--- config.mk ---
export PLATFORM = sky130hd
export DESIGN_NAME = ntt_sequencer
export DESIGN_NICKNAME = d
export VERILOG_FILES = /design/src/rtl/ntt_sequencer.sv
export SDC_FILE = /design/constraint.sdc
export NUM_CORES = 1
export LEC_CHECK = 0
export ABC_AREA = 1
export BUFFER_PORTS_ARGS = -buffer_cell sky130_fd_sc_hd__buf_2
export CORE_MARGIN = 2
export CORE_UTILIZATION = 45
export DETAILED_ROUTE_END_ITERATION = 6
export GPL_ROUTABILITY_DRIVEN = 0
export PLACE_DENSITY = 0.75
export SLEW_MARGIN = 10
export SYNTH_ARGS = -nofsm -noshare
export SYNTH_HDL_FRONTEND = slang
export SYNTH_SLANG_ARGS = --single-unit
--- constraint.sdc ---
create_clock -name clk -period 2.1 [get_ports clk]
set_clock_uncertainty 0.05 [all_clocks]
set_input_delay 0.105 -clock clk [delete_from_list [all_inputs] [get_ports clk]]
set_output_delay 0.105 -clock clk [all_outputs]
set_load 0.02 [all_outputs]
--- src/rtl/ntt_sequencer.sv ---
// Start/busy/done sequencer for the NTT rowcalc array: issues operand reads, drains the
// array pipeline, strobes result capture and holds a valid/ready result toward the consumer.
module ntt_sequencer #(
  parameter int N        = 64,
  parameter int AW       = 6,
  parameter int PIPE_LAT = 7
) (
  input  logic          clk,
  input  logic          rst,
  input  logic          start,
  input  logic [AW:0]   len,
  input  logic          stall,
  input  logic          out_ready,
  output logic          mem_rd_en,
  output logic [AW-1:0] mem_addr,
  output logic          array_en,
  output logic          array_valid,
  output logic          array_first,
  output logic          array_last,
  output logic          capture,
  output logic          out_valid,
  output logic          busy,
  output logic          done,
  output logic          err
);

  localparam logic [2:0] S_IDLE    = 3'd0;
  localparam logic [2:0] S_ISSUE   = 3'd1;
  localparam logic [2:0] S_DRAIN   = 3'd2;
  localparam logic [2:0] S_CAPTURE = 3'd3;
  localparam logic [2:0] S_HOLD    = 3'd4;

  localparam int            DW         = $clog2(PIPE_LAT + 2);
  localparam logic [DW-1:0] DRAIN_LAST = DW'(PIPE_LAT);

  logic [2:0]    state_q, state_d;
  logic [AW-1:0] idx_q, idx_d;
  logic [AW:0]   len_q, len_d;
  logic [DW-1:0] drain_q, drain_d;
  logic          vld_q, vld_d;
  logic          first_q, first_d;
  logic          last_q, last_d;
  logic          err_q, err_d;
  logic          len_ok;
  logic          idx_is_last;

  assign array_en    = ((state_q == S_ISSUE) || (state_q == S_DRAIN)) && !stall;
  assign mem_rd_en   = (state_q == S_ISSUE) && !stall;
  assign mem_addr    = idx_q;
  // The pending valid/first/last describe the operand read on the previous enabled cycle.
  assign array_valid = array_en && vld_q;
  assign array_first = array_valid && first_q;
  assign array_last  = array_valid && last_q;
  assign capture     = (state_q == S_CAPTURE);
  assign out_valid   = (state_q == S_HOLD);
  assign done        = out_valid && out_ready;
  assign busy        = (state_q != S_IDLE);
  assign err         = err_q;

  assign len_ok      = (len != '0) && (len <= (AW+1)'(N));
  assign idx_is_last = ({1'b0, idx_q} == (len_q - (AW+1)'(1)));

  always_comb begin
    state_d = state_q;
    idx_d   = idx_q;
    len_d   = len_q;
    drain_d = drain_q;
    vld_d   = vld_q;
    first_d = first_q;
    last_d  = last_q;
    err_d   = 1'b0;

    if (array_en) begin
      vld_d   = mem_rd_en;
      first_d = mem_rd_en && (idx_q == '0);
      last_d  = mem_rd_en && idx_is_last;
    end

    case (state_q)
      S_IDLE: begin
        if (start) begin
          if (len_ok) begin
            len_d   = len;
            idx_d   = '0;
            state_d = S_ISSUE;
          end else begin
            err_d = 1'b1;
          end
        end
      end
      S_ISSUE: begin
        if (!stall) begin
          if (idx_is_last) begin
            idx_d   = '0;
            drain_d = '0;
            state_d = S_DRAIN;
          end else begin
            idx_d = idx_q + AW'(1);
          end
        end
      end
      S_DRAIN: begin
        // One cycle for the memory read plus the full rowcalc pipeline depth.
        if (!stall) begin
          if (drain_q == DRAIN_LAST) begin
            state_d = S_CAPTURE;
          end else begin
            drain_d = drain_q + DW'(1);
          end
        end
      end
      S_CAPTURE: state_d = S_HOLD;
      S_HOLD: begin
        if (out_ready) state_d = S_IDLE;
      end
      default: state_d = S_IDLE;
    endcase
  end

  always_ff @(posedge clk or negedge rst) begin
    if (!rst) begin
      state_q <= S_IDLE;
      idx_q   <= '0;
      len_q   <= '0;
      drain_q <= '0;
      vld_q   <= 1'b0;
      first_q <= 1'b0;
      last_q  <= 1'b0;
      err_q   <= 1'b0;
    end else begin
      state_q <= state_d;
      idx_q   <= idx_d;
      len_q   <= len_d;
      drain_q <= drain_d;
      vld_q   <= vld_d;
      first_q <= first_d;
      last_q  <= last_d;
      err_q   <= err_d;
    end
  end

endmodule

# After elaboration in Yosys (flattened, before gate mapping)
# Index checks and enable logic that the tools add are counted.
# totals
reg_bits	24
in_bits	12
word_cells	68
# classes
add_sub_neg	3
order_cmp	1
n_eq_ne	14
n_mux	21
reduce_logical	21
# ops
operator	count
two-way mux 6 bit	4
two-way mux 3 bit	7
two-way mux 4 bit	4
one-hot mux 3 bit (5 select lines)	1
inequality test 2 bit (second input constant)	7
one-hot mux 6 bit (2 select lines)	1
logical AND 1 bit	9
one-hot mux 4 bit (2 select lines)	1
== test 6 x 7 -> 1 bit	1
less-or-equal comparator 7 bit (second input constant)	1
AND reduction 7 bit	1
nonzero test 7 bit	1
subtractor 7 x 1 -> 7 bit (second input constant)	1
adder 6 x 1 -> 6 bit (second input constant)	1
== test 3 x 2 -> 1 bit (second input constant)	2
logical NOT 6 bit	1
AND reduction 5 bit	1
adder 4 x 1 -> 4 bit (second input constant)	1
== test 4 x 3 -> 1 bit (second input constant)	1
AND reduction 4 bit	1
nonzero test 2 bit	2
== test 3 x 1 -> 1 bit (second input constant)	1
== test 3 bit (second input constant)	1
logical NOT 3 bit	1
6 further kinds	8

# Longest topological paths before layout
# logic_depth
depth_word	5
depth_mapped	14
depth_no_buf	14

# Worst setup path after synthesis
# OpenSTA, ideal clock, no wires.
# synth_timing
path_type	register to register
startpoint	register len_q[0]
endpoint	register state_q[0]
setup_time_ps	117
arrival_ps	1539
setup_slack_ps	394
stages_incl_launch_ff	12
n_path_buf	0
cell_sequence	dfrtp_1 inv_1 ha_1 xnor2_1 nor2_1 nand2_1 nor2_1 nand3_2 nand2_2 nand2_1 nand2_1 nand2_1
# synth_between
elab_chain_cells	4
# synth_lines
item	line_no	rtl
start, declared	38	logic [AW:0] len_q, len_d;
start signal, assigned	133	len_q <= len_d;
subtractor 7 x 1 -> 7 bit	61	assign idx_is_last = ({1'b0, idx_q} == (len_q - (AW+1)'(1)));
== test 6 x 7 -> 1 bit	61	
inequality test 2 bit (no line)	-	
AND reduction 7 bit (no line)	-	
end signal, assigned	131	state_q <= state_d;
end, declared	36	logic [2:0] state_q, state_d;
# No other way between the ends.
# A chain may end at the register's enable or synchronous reset.

# Final worst setup path
# layout_timing
startpoint	register len_q[0]
endpoint	register drain_q[1]
# layout_between
elab_chain_cells	4
# layout_lines
item	line_no	rtl
subtractor 7 x 1 -> 7 bit	61	
== test 6 x 7 -> 1 bit	61	
inequality test 2 bit (no line)	-	
AND reduction 5 bit (no line)	-	
end signal, assigned	134	drain_q <= drain_d;
end, declared	39	logic [DW-1:0] drain_q, drain_d;
# No other way between the ends.

==> results.sh <==
export IMPL_ys_seq_area_share_pct=40.2
export IMPL_htree_levels=1
export IMPL_cp_max_fo=10
export IMPL_slew_viol_final=0
export IMPL_slew_headroom_pct=63.3
export IMPL_cts_tree="yes"
export IMPL_min_path_type="in -> reg"
export IMPL_powerDensity_nw_per_um2=1190
export IMPL_dpl_hpwl_um=2350
export IMPL_drcViolationCount=0
export IMPL_ys_flop_type="dfrtp_1"
export IMPL_root_buffer="clkbuf_4"
export IMPL_grt_total_usage_pct=18.5
export IMPL_syn_inst=209
export IMPL_io_buffers=27
export IMPL_fin_crit_sh_pct=92.3
export IMPL_multiInputGateArea_um2=781
export IMPL_firstDrtPassIters=4
export IMPL_grt_max_degree=25
export IMPL_n_antenna_cell=0
export IMPL_p_leak_nw=0.980
export IMPL_synthArstFlopShare_pct=100
export IMPL_maxCapViolations=0
export IMPL_syn_avg_cell_area_um2=7.14
export IMPL_p_total_mw=2.15
export IMPL_hold_depth=3
export IMPL_syn_cell_area_um2=1490
export IMPL_vias=1418
export IMPL_clock_sinks=24
export IMPL_synth_top_cell_area_share_pct=40.2
export IMPL_wirelength_um=3100
export IMPL_r2r_cells=11
export IMPL_core_um2=3100
export IMPL_fin_tns_setup_ps=0
export IMPL_start_util_pct=48.1
export IMPL_regArea_um2=602
export IMPL_detail_route_antenna_nets=0
export IMPL_yosysTopAreaCell="dfrtp_1"
export IMPL_clkTransAtPathRegs_ps=140
export IMPL_cp_end_kind="flop"
export IMPL_synth_edf_count=0
export IMPL_grt_ovfl_total=0
export IMPL_area_growth_pct=20.5
export IMPL_synthTopCellsByCount="nand2_1 (54), nor2_1 (31), inv_1 (30)"
export IMPL_synth_most_common_cell="nand2_1"
export IMPL_fp_dieH_um=61.6
export IMPL_fmax_mhz=516
export IMPL_min_period_ps=1940
export IMPL_clockBufferDepth=2
export IMPL_grt_pass1_vias=1252
export IMPL_cts_made_buffers=3
export IMPL_rsz0062_at_grt="no"
export IMPL_antenna_found_initial=0
export IMPL_critical_path_arrival_ps=2110
export IMPL_num_fill_cells=320
export IMPL_hold_violations=0
export IMPL_criticalPathCategory="reg -> reg"
export IMPL_ys_ff_latch=24
export IMPL_viasPerCell=4.89
export IMPL_worst_slew_pin_slew_ps=551
export IMPL_wire_per_inst_um=10.7
export IMPL_drive_gt1_share_pct=20.3
export IMPL_setup_viol=0
export IMPL_fin_nets=263
export IMPL_synth_cell_type_count=23
export IMPL_worstPathRequired_ps=2270
export IMPL_yosys_top_cells_area="dfrtp_1 (40%), nand2_1 (14%), nor2_1 (7.8%)"
export IMPL_rrSetupSlack_ps=160
export IMPL_io_pins=28
export IMPL_die_w_um=61.6
export IMPL_max_vdd_ir_drop_mv=0.779
export IMPL_synth_warnings=0
export IMPL_die_area_um2=3790
export IMPL_insertion_delay_ps=320
export IMPL_status="finished clean"
export IMPL_initialDrtViolationCount=71
export IMPL_placementRows=20
export IMPL_start_kind="flop"
export IMPL_synth_nets=225
export IMPL_grt_pass1_wl_um=5350
path summary, 6_finish.rpt:
path,start,to
min,len[2],len_q[2]$_DFFE_PN0P_
min reg2reg,drain_q[3]$_DFFE_PN0P_,drain_q[3]$_DFFE_PN0P_
min in group asynchronous,rst,len_q[0]$_DFFE_PN0P_
max in group asynchronous,rst,state_q[0]$_DFFE_PN0P_
max reg2reg,len_q[0]$_DFFE_PN0P_,drain_q[1]$_DFFE_PN0P_
max,len_q[0]$_DFFE_PN0P_,drain_q[1]$_DFFE_PN0P_
stage by stage:
| step | area, um^2 | setup WS (ps) | utilization [%] | instances | hold slack (ps) |
|---|---|---|---|---|---|
| floorplan | 1490 | 394 | - | 209 | -241 |
| global placement | 1690 | 265 | 54.3 | 280 | 75.2 |
| detailed placement | 1690 | 187 | 54.3 | 280 | 74.3 |
| CTS | 1780 | 81.9 | 57.4 | 290 | 2.54 |
| global route | 1800 | 19.6 | 58.0 | 290 | 7.81 |
| finish | 1800 | 162 | 58.0 | 290 | 1.87 |
layout by cell type, fill, tap and decap left out, types with 2 or more instances in the layout:
cell           synthesis  routed
o22ai_1                3       3
o21ai_0                4       4
nor4_1                 2       2
nand3_2                2       2
nand2_4                1       2
dlygate4sd3_1          0       6
ha_1                   4       3
buf_2                  1      27
nor2_1                31      30
xnor2_1                2       2
nand3_1               21      21
a21oi_1                7       6
dfrtp_1               24      23
nand4_1                4       4
nand2_2                5       5
nor3_1                 5       5
nand2_1               54      53
inv_1                 30      30
clkbuf_4               0       3
xor2_1                 4       4
layout make-up:
| class | count | share of cell area, % |
|---|---|---|
| inverter | 32 | 6.82 |
| tap | 44 | 3.06 |
| timing repair buffer | 34 | 11.3 |
| sequential | 24 | 33.4 |
| multi-input combinational | 152 | 43.4 |
| clock buffer | 4 | 2.02 |
layer usage:
metal	vias up	track usage (%)	wire length, um
met5	-	0	0
met4	0	2.74	24
met3	2	3.78	94
met2	23	30.4	1470
met1	656	25.8	1520
li1	737	-	-
cell families (layout without fill, tap and decap cells):
| logic type | Yosys count | after routing | share of synthesized area, % |
|---|---|---|---|
| simple gates | 127 | 127 | 38.6 |
| fa+ha+maj | 4 | 4 | 3.35 |
| flops | 24 | 24 | 40.2 |
| xor+xnor | 6 | 6 | 3.52 |
| compound gates | 14 | 14 | 4.95 |
| buf+inv | 33 | 70 | 8.55 |
| mux | 1 | 1 | 0.754 |
report_power, final:
part	switching (mW)	internal (mW)	total [mW]	leakage, nW
Sequential	0.167	0.610	0.777	0.305
Clock	0.143	0.106	0.249	0.0210
Combinational	0.717	0.403	1.12	0.655
state kept, by name (all words and copies together) (netlist names):
| register | count |
|---|---|
| state_q | 3 |
| last_q | 1 |
| vld_q | 1 |
| len_q | 7 |
| mem_addr | 6 |
| err | 1 |
| drain_q | 4 |
| first_q | 1 |
repair_timing:
item	in CTS	in global routing
hold buffers	6	0
setup endpoints to repair	0	11
hold endpoints to repair	29	0
resized for setup	0	6
setup buffers	0	0
worst max-delay path: stages (launching register included):
cell and delay (ps):
dfrtp_1 410, inv_1 150, ha_2 300, xnor2_1 120
nor2_1 110, nand2_1 60, nor2_1 120, nand3_2 160
nand2_4 150, nand2_2 90, nand2_1 70, nand2_1 50
(Power assumes the default switching activity.)
